$ cat config.mk
export PLATFORM = sky130hd
export DESIGN_NAME = fb_port_arbiter_flat
export DESIGN_NICKNAME = d
export VERILOG_FILES = /design/src/rtl/fb_port_arbiter_if.sv /design/src/rtl/fb_port_arbiter.sv /design/src/flat_wrapper.sv
export SDC_FILE = /design/constraint.sdc
export NUM_CORES = 1
export LEC_CHECK = 0
export CORE_MARGIN = 2
export CORE_UTILIZATION = 45
export DETAILED_ROUTE_END_ITERATION = 10
export PLACE_DENSITY = 0.74
export SETUP_SLACK_MARGIN = 0.2
export SYNTH_ARGS = -nofsm -noshare
export SYNTH_HDL_FRONTEND = slang
export SYNTH_SLANG_ARGS = --single-unit
$ cat constraint.sdc
create_clock -name clk -period 5.7 [get_ports clk]
set_input_delay 0.57 -clock clk [delete_from_list [all_inputs] [get_ports clk]]
set_output_delay 0.57 -clock clk [all_outputs]
set_load 0.005 [all_outputs]
$ cat src/rtl/fb_port_arbiter_if.sv
`default_nettype none
// ============================================================================
// Module   : fb_port_arbiter_if
// Desc     : Display-read, pixel-write and BRAM-port signal bundle.
// Revision : 1.0 - initial release
// ============================================================================
interface fb_port_arbiter_if #(
  parameter int ADDR_BITS  = 15,
  parameter int DATA_W     = 32,
  parameter int FIFO_DEPTH = 8
);
  localparam int LVL_W = $clog2(FIFO_DEPTH) + 1;

  logic                 disp_req;
  logic [ADDR_BITS-1:0] disp_addr;
  logic [DATA_W-1:0]    disp_data;
  logic                 disp_valid;
  logic                 vblank;
  logic                 wr_valid;
  logic                 wr_ready;
  logic [ADDR_BITS-1:0] wr_addr;
  logic [DATA_W-1:0]    wr_data;
  logic                 ram_en;
  logic                 ram_we;
  logic [ADDR_BITS-1:0] ram_addr;
  logic [DATA_W-1:0]    ram_wdata;
  logic [DATA_W-1:0]    ram_rdata;
  logic [LVL_W-1:0]     fifo_level;

  modport master (
    output disp_req, disp_addr, vblank, wr_valid, wr_addr, wr_data, ram_rdata,
    input  disp_data, disp_valid, wr_ready, ram_en, ram_we, ram_addr,
           ram_wdata, fifo_level
  );

  modport slave (
    input  disp_req, disp_addr, vblank, wr_valid, wr_addr, wr_data, ram_rdata,
    output disp_data, disp_valid, wr_ready, ram_en, ram_we, ram_addr,
           ram_wdata, fifo_level
  );
endinterface
`default_nettype wire

$ cat src/rtl/fb_port_arbiter.sv
`default_nettype none
// ============================================================================
// Module   : fb_port_arbiter
// Desc     : Shares one framebuffer BRAM port; display reads win, writes are
//            queued in a FIFO and drained on idle (or vblank-only) slots.
// Revision : 1.0 - initial release
// ============================================================================
module fb_port_arbiter #(
  parameter int ADDR_BITS  = 15,
  parameter int DATA_W     = 32,
  parameter int FIFO_DEPTH = 8,
  parameter int BLANK_ONLY = 0
) (
  input wire               clk,
  input wire               rst_n,
  fb_port_arbiter_if.slave bus
);

  localparam int              PTR_W    = $clog2(FIFO_DEPTH);
  localparam int              LVL_W    = PTR_W + 1;
  localparam logic [LVL_W-1:0] FULL_LVL = LVL_W'(FIFO_DEPTH);

  logic [ADDR_BITS-1:0] fifo_addr_q [FIFO_DEPTH];
  logic [DATA_W-1:0]    fifo_data_q [FIFO_DEPTH];

  logic [PTR_W-1:0]     wr_ptr_q, wr_ptr_d;
  logic [PTR_W-1:0]     rd_ptr_q, rd_ptr_d;
  logic [LVL_W-1:0]     level_q, level_d;
  logic                 ram_en_q, ram_en_d;
  logic                 ram_we_q, ram_we_d;
  logic [ADDR_BITS-1:0] ram_addr_q, ram_addr_d;
  logic [DATA_W-1:0]    ram_wdata_q, ram_wdata_d;
  logic                 disp_valid_q, disp_valid_d;

  logic                 wr_ready;
  logic                 drain_ok;
  logic                 push;
  logic                 pop;

  always_comb begin
    // Held low during reset so no push can race the asynchronous clear.
    wr_ready     = rst_n && (level_q != FULL_LVL);
    drain_ok     = (BLANK_ONLY == 0) || bus.vblank;
    push         = bus.wr_valid && wr_ready;
    pop          = !bus.disp_req && (level_q != '0) && drain_ok;

    ram_en_d     = 1'b0;
    ram_we_d     = 1'b0;
    ram_addr_d   = ram_addr_q;
    ram_wdata_d  = ram_wdata_q;
    wr_ptr_d     = wr_ptr_q;
    rd_ptr_d     = rd_ptr_q;
    level_d      = level_q;
    disp_valid_d = ram_en_q && !ram_we_q;

    if (bus.disp_req) begin
      ram_en_d   = 1'b1;
      ram_addr_d = bus.disp_addr;
    end else if (pop) begin
      ram_en_d    = 1'b1;
      ram_we_d    = 1'b1;
      ram_addr_d  = fifo_addr_q[rd_ptr_q];
      ram_wdata_d = fifo_data_q[rd_ptr_q];
      rd_ptr_d    = rd_ptr_q + PTR_W'(1);
    end

    if (push) begin
      wr_ptr_d = wr_ptr_q + PTR_W'(1);
    end

    unique case ({push, pop})
      2'b10:   level_d = level_q + LVL_W'(1);
      2'b01:   level_d = level_q - LVL_W'(1);
      default: level_d = level_q;
    endcase
  end

  always_ff @(posedge clk or negedge rst_n) begin
    if (!rst_n) begin
      wr_ptr_q     <= '0;
      rd_ptr_q     <= '0;
      level_q      <= '0;
      ram_en_q     <= 1'b0;
      ram_we_q     <= 1'b0;
      ram_addr_q   <= '0;
      ram_wdata_q  <= '0;
      disp_valid_q <= 1'b0;
    end else begin
      wr_ptr_q     <= wr_ptr_d;
      rd_ptr_q     <= rd_ptr_d;
      level_q      <= level_d;
      ram_en_q     <= ram_en_d;
      ram_we_q     <= ram_we_d;
      ram_addr_q   <= ram_addr_d;
      ram_wdata_q  <= ram_wdata_d;
      disp_valid_q <= disp_valid_d;
    end
  end

  // Entry storage needs no reset: the level counter alone marks validity.
  always_ff @(posedge clk) begin
    if (push) begin
      fifo_addr_q[wr_ptr_q] <= bus.wr_addr;
      fifo_data_q[wr_ptr_q] <= bus.wr_data;
    end
  end

  assign bus.wr_ready   = wr_ready;
  assign bus.ram_en     = ram_en_q;
  assign bus.ram_we     = ram_we_q;
  assign bus.ram_addr   = ram_addr_q;
  assign bus.ram_wdata  = ram_wdata_q;
  assign bus.disp_valid = disp_valid_q;
  assign bus.disp_data  = bus.ram_rdata;
  assign bus.fifo_level = level_q;

endmodule
`default_nettype wire

$ cat src/flat_wrapper.sv
// flat-port wrapper written by rule: the top's interface ports become plain ports
module fb_port_arbiter_flat 
#(
  parameter int ADDR_BITS  = 15,
  parameter int DATA_W     = 32,
  parameter int FIFO_DEPTH = 8,
  parameter int BLANK_ONLY = 0
)
  (clk, rst_n, bus_disp_req, bus_disp_addr, bus_vblank, bus_wr_valid, bus_wr_addr, bus_wr_data, bus_ram_rdata, bus_disp_data, bus_disp_valid, bus_wr_ready, bus_ram_en, bus_ram_we, bus_ram_addr, bus_ram_wdata, bus_fifo_level);
  fb_port_arbiter_if #(.ADDR_BITS(ADDR_BITS), .DATA_W(DATA_W), .FIFO_DEPTH(FIFO_DEPTH)) bus_i ();
  input wire clk;
  input wire rst_n;
  input wire logic [$bits(bus_i.disp_req)-1:0] bus_disp_req;
  input wire logic [$bits(bus_i.disp_addr)-1:0] bus_disp_addr;
  input wire logic [$bits(bus_i.vblank)-1:0] bus_vblank;
  input wire logic [$bits(bus_i.wr_valid)-1:0] bus_wr_valid;
  input wire logic [$bits(bus_i.wr_addr)-1:0] bus_wr_addr;
  input wire logic [$bits(bus_i.wr_data)-1:0] bus_wr_data;
  input wire logic [$bits(bus_i.ram_rdata)-1:0] bus_ram_rdata;
  output wire logic [$bits(bus_i.disp_data)-1:0] bus_disp_data;
  output wire logic [$bits(bus_i.disp_valid)-1:0] bus_disp_valid;
  output wire logic [$bits(bus_i.wr_ready)-1:0] bus_wr_ready;
  output wire logic [$bits(bus_i.ram_en)-1:0] bus_ram_en;
  output wire logic [$bits(bus_i.ram_we)-1:0] bus_ram_we;
  output wire logic [$bits(bus_i.ram_addr)-1:0] bus_ram_addr;
  output wire logic [$bits(bus_i.ram_wdata)-1:0] bus_ram_wdata;
  output wire logic [$bits(bus_i.fifo_level)-1:0] bus_fifo_level;
  assign bus_i.disp_req = bus_disp_req;
  assign bus_i.disp_addr = bus_disp_addr;
  assign bus_i.vblank = bus_vblank;
  assign bus_i.wr_valid = bus_wr_valid;
  assign bus_i.wr_addr = bus_wr_addr;
  assign bus_i.wr_data = bus_wr_data;
  assign bus_i.ram_rdata = bus_ram_rdata;
  assign bus_disp_data = bus_i.disp_data;
  assign bus_disp_valid = bus_i.disp_valid;
  assign bus_wr_ready = bus_i.wr_ready;
  assign bus_ram_en = bus_i.ram_en;
  assign bus_ram_we = bus_i.ram_we;
  assign bus_ram_addr = bus_i.ram_addr;
  assign bus_ram_wdata = bus_i.ram_wdata;
  assign bus_fifo_level = bus_i.fifo_level;
  fb_port_arbiter #(.ADDR_BITS(ADDR_BITS), .DATA_W(DATA_W), .FIFO_DEPTH(FIFO_DEPTH), .BLANK_ONLY(BLANK_ONLY)) u_core (.clk(clk), .rst_n(rst_n), .bus(bus_i));
endmodule
==> impl_metrics.ini <==
[worst_setup_path]
r2r-end = u_core.fifo_data_q[6][25]$_DFFE_PP_
required_ns = 5.90
critPathTopFamily = simple AND/OR/NAND/NOR gates
r2r_cells = 5
slowest_delay_ns = 0.83
r2r_slack_ns = 2.64
arrival_ns = 3.26
crit_chain = or4b_1 > and3_1 > or2b_1 > nor2_4 > buf_4
path_buf_inv = 1
path_max_fanout = 28
critPathSlowestCell = nor2_4
r2r_start = u_core.bus.fifo_level[1]$_DFFE_PN0P_
worstSetupStartpointType = flip-flop
worstSetupPathType = flip-flop to flip-flop
cp-end-kind = flip-flop

[pwr]
ir_drop_uv = 231
power.internal_w = 0.00696
switching_share = 0.263
combPwrFrac = 0.225
cellLeakagePower_nw = 6.59
pwr-share-seq = 0.462
power.density_nw_per_um2 = 477
clockPowerShare = 0.313
p_sw_w = 0.00248

[clocking]
numCtsBuffers = 45
hold_buffers = 0
cts_sinks = 436
cts_resized = 0
cts-root-buf = clkbuf_16
post_cts_buffers = 0
cts.path.max_buffers = 3
cts.clk_slew.worst_paths_ns = 0.06
cts_tree = built
insertion_delay_ns = 0.54
cts_max_level = 2

[grt]
grt_first_pass_wirelength_mm = 49.8
track_usage = 0.173
grt_pass1_vias = 8276
antenna_found_initial = 4
grt_max_degree = 83
grt_overflow_total = 0

[sta]
worst_pin_slew_ns = 1.08
rsz0062_at_grt = false
maxSlewViolCount = 0
final-setup-viol-count = 0
finalHoldViolations = 0
fmax_ghz = 0.327
slew_headroom = 0.279
whs_ns = 0.307
tns_ns = 0
finalCritPeriodShare = 0.536
finalCriticalPeriod_ns = 3.06
clock_skew_ns = 0.0182

[yosys]
ys_top_cells_by_count = 376 x edfxtp_1, 94 x mux4_2, 60 x dfrtp_1, 47 x mux2i_1, 41 x buf_4
yosysMostFrequentCell = edfxtp_1
yosysTopAreaCellShare = 0.672
syn_area_per_cell_um2 = 20.6
synth-edff-count = 376
yosys-top-cells-area = edfxtp_1 67%, mux4_2 13%, dfrtp_1 8.9%, mux2i_1 2.8%, buf_4 1.8%
ys_warn_count = 0
ys_ff_latch = 436
synth_nets = 919
seq_area_frac_synth = 0.761
synth.distinct_cells = 37
synth_ff_type = edfxtp_1
synthCells = 815
synth_area_leader_cell = edfxtp_1
async_reset_ff_frac = 0.138
synth.cell_area_um2 = 16800

[flow_run]
maxCapViolations = 0

[status]
status = finished, final reports clean

[finish]
final_util = 0.540
nets = 1028
fin_cells = 1429
layout-drive-gt1-share = 0.201
syn2layout_area_growth_pct = 17.8

[drt]
drtIter0Drc = 487
final_antenna_net_count = 0
vias_per_cell = 5.41
drtPass1Iterations = 4
wl_per_cell_um = 23.1
vias = 7724
drt_wl_total_mm = 33.0
drc = 0

[floorplan]
dieArea_um2 = 38900
start_util = 0.458
rows = 70
die_w_um = 197
ios = 186
core-area_um2 = 36700
die_height_um = 197

[hold_path]
hold_class = input port to asynchronous set/reset pin

[placement]
port_buffers = 120
placedCellCount = 1345
routabilityCongestion = 0.682
hpwl_mm = 18.2
logic make-up after synthesis:
| kind of cell | after synthesis | synth area share |
|---|---|---|
| flip-flops | 436 | 0.761 |
| multiplexers | 143 | 0.156 |
| buffers and inverters | 78 | 0.0309 |
| AND/OR/NAND/NOR | 78 | 0.0235 |
| AO/OA/AOI/OAI | 66 | 0.0206 |
| XOR/XNOR | 9 | 0.00469 |
| adder cells (fa/ha/maj) | 5 | 0.00372 |
power groups by stage:
stage,clock network [W],logic (W),registers (W)
detailed placement,0,0.00216,0.00444
floorplan,0,0.00163,0.00411
global route,0.00313,0.00232,0.00443
finish,0.00295,0.00212,0.00436
CTS,0.00301,0.00217,0.00438
global placement,0,0.00213,0.00442
cells in the final DEF, fill, tap and decap left out, types with 2 or more instances in the layout:
master / synthesis / final
nor2_4: 0 / 6
nor2b_1: 13 / 13
buf_4: 41 / 17
o21ai_1: 12 / 12
xnor2_1: 4 / 4
dfrtp_1: 60 / 57
mux4_2: 94 / 94
clkinv_1: 0 / 3
clkinv_2: 0 / 4
nand2b_1: 3 / 3
xor2_1: 5 / 5
edfxtp_1: 376 / 376
nand2_1: 39 / 39
nor3_2: 0 / 2
o22ai_1: 9 / 9
clkdlybuf4s50_1: 0 / 119
bufinv_16: 0 / 5
ha_1: 5 / 5
o21ai_0: 26 / 26
clkbuf_8: 0 / 5
nor3b_1: 6 / 6
inv_1: 2 / 2
clkbuf_1: 10 / 17
clkbuf_16: 0 / 47
a21oi_1: 17 / 17
dfrtp_4: 0 / 3
mux2i_1: 47 / 47
how the worst max path moves through the flow:
stage                                    startpoint  cells after the start  slack [ns]                                  end
6_report       u_core.bus.fifo_level[1]$_DFFE_PN0P_                      5        2.64  u_core.fifo_data_q[6][25]$_DFFE_PP_
5_1_grt        u_core.bus.fifo_level[1]$_DFFE_PN0P_                      5        2.44  u_core.fifo_data_q[6][27]$_DFFE_PP_
4_1_cts        u_core.bus.fifo_level[1]$_DFFE_PN0P_                      5        2.56  u_core.fifo_addr_q[6][12]$_DFFE_PP_
3_5_place_dp                           bus_wr_valid                      5        2.23   u_core.fifo_data_q[6][0]$_DFFE_PP_
3_3_place_gp                           bus_wr_valid                      5        2.23   u_core.fifo_data_q[6][0]$_DFFE_PP_
2_1_floorplan  u_core.bus.fifo_level[1]$_DFFE_PN0P_                      6        0.84   u_core.fifo_addr_q[0][0]$_DFFE_PP_
metal layers:
metal,GRT usage,routed length (um)
met5,0,40
met4,0.0621,1050
met3,0.0350,1680
met2,0.291,16300
met1,0.226,13900
sequential cells by signal, summed over array words and instances (netlist names):
name / count
u_core.bus.disp_valid: 1
u_core.bus.fifo_level: 4
u_core.bus.ram_addr: 15
u_core.bus.ram_en: 1
u_core.bus.ram_wdata: 32
u_core.bus.ram_we: 1
u_core.fifo_addr_q: 120
u_core.fifo_data_q: 256
u_core.rd_ptr_q: 3
u_core.wr_ptr_q: 3
cell type report:
type                       count  area (um2)
sequential                   436       12800
fill                        2786       16900
timing repair buffer         137        1340
tap                          468         586
clock inverter                14         198
inverter                       3        11.3
multi-input combinational    301        3560
antenna                        1        2.50
clock buffer                  69        1310
metrics by stage:
stage                     instance area (um2)  total power (W)  worst slack [ns]
after floorplan                         16800          0.00575             0.839
after global placement                  18300          0.00655              2.23
after detailed placement                18300          0.00661              2.23
after CTS                               19800          0.00956              2.56
after global routing                    19800          0.00988              2.44
final                                   19800          0.00944              2.64
worst register-to-register path: stages, from the launching register on:
cell and delay (ns):
dfrtp_1 0.50, or4b_1 0.18, and3_1 0.34, or2b_1 0.39, nor2_4 0.83, buf_4 0.47
No activity file was read; power rests on OpenSTA's default activity.
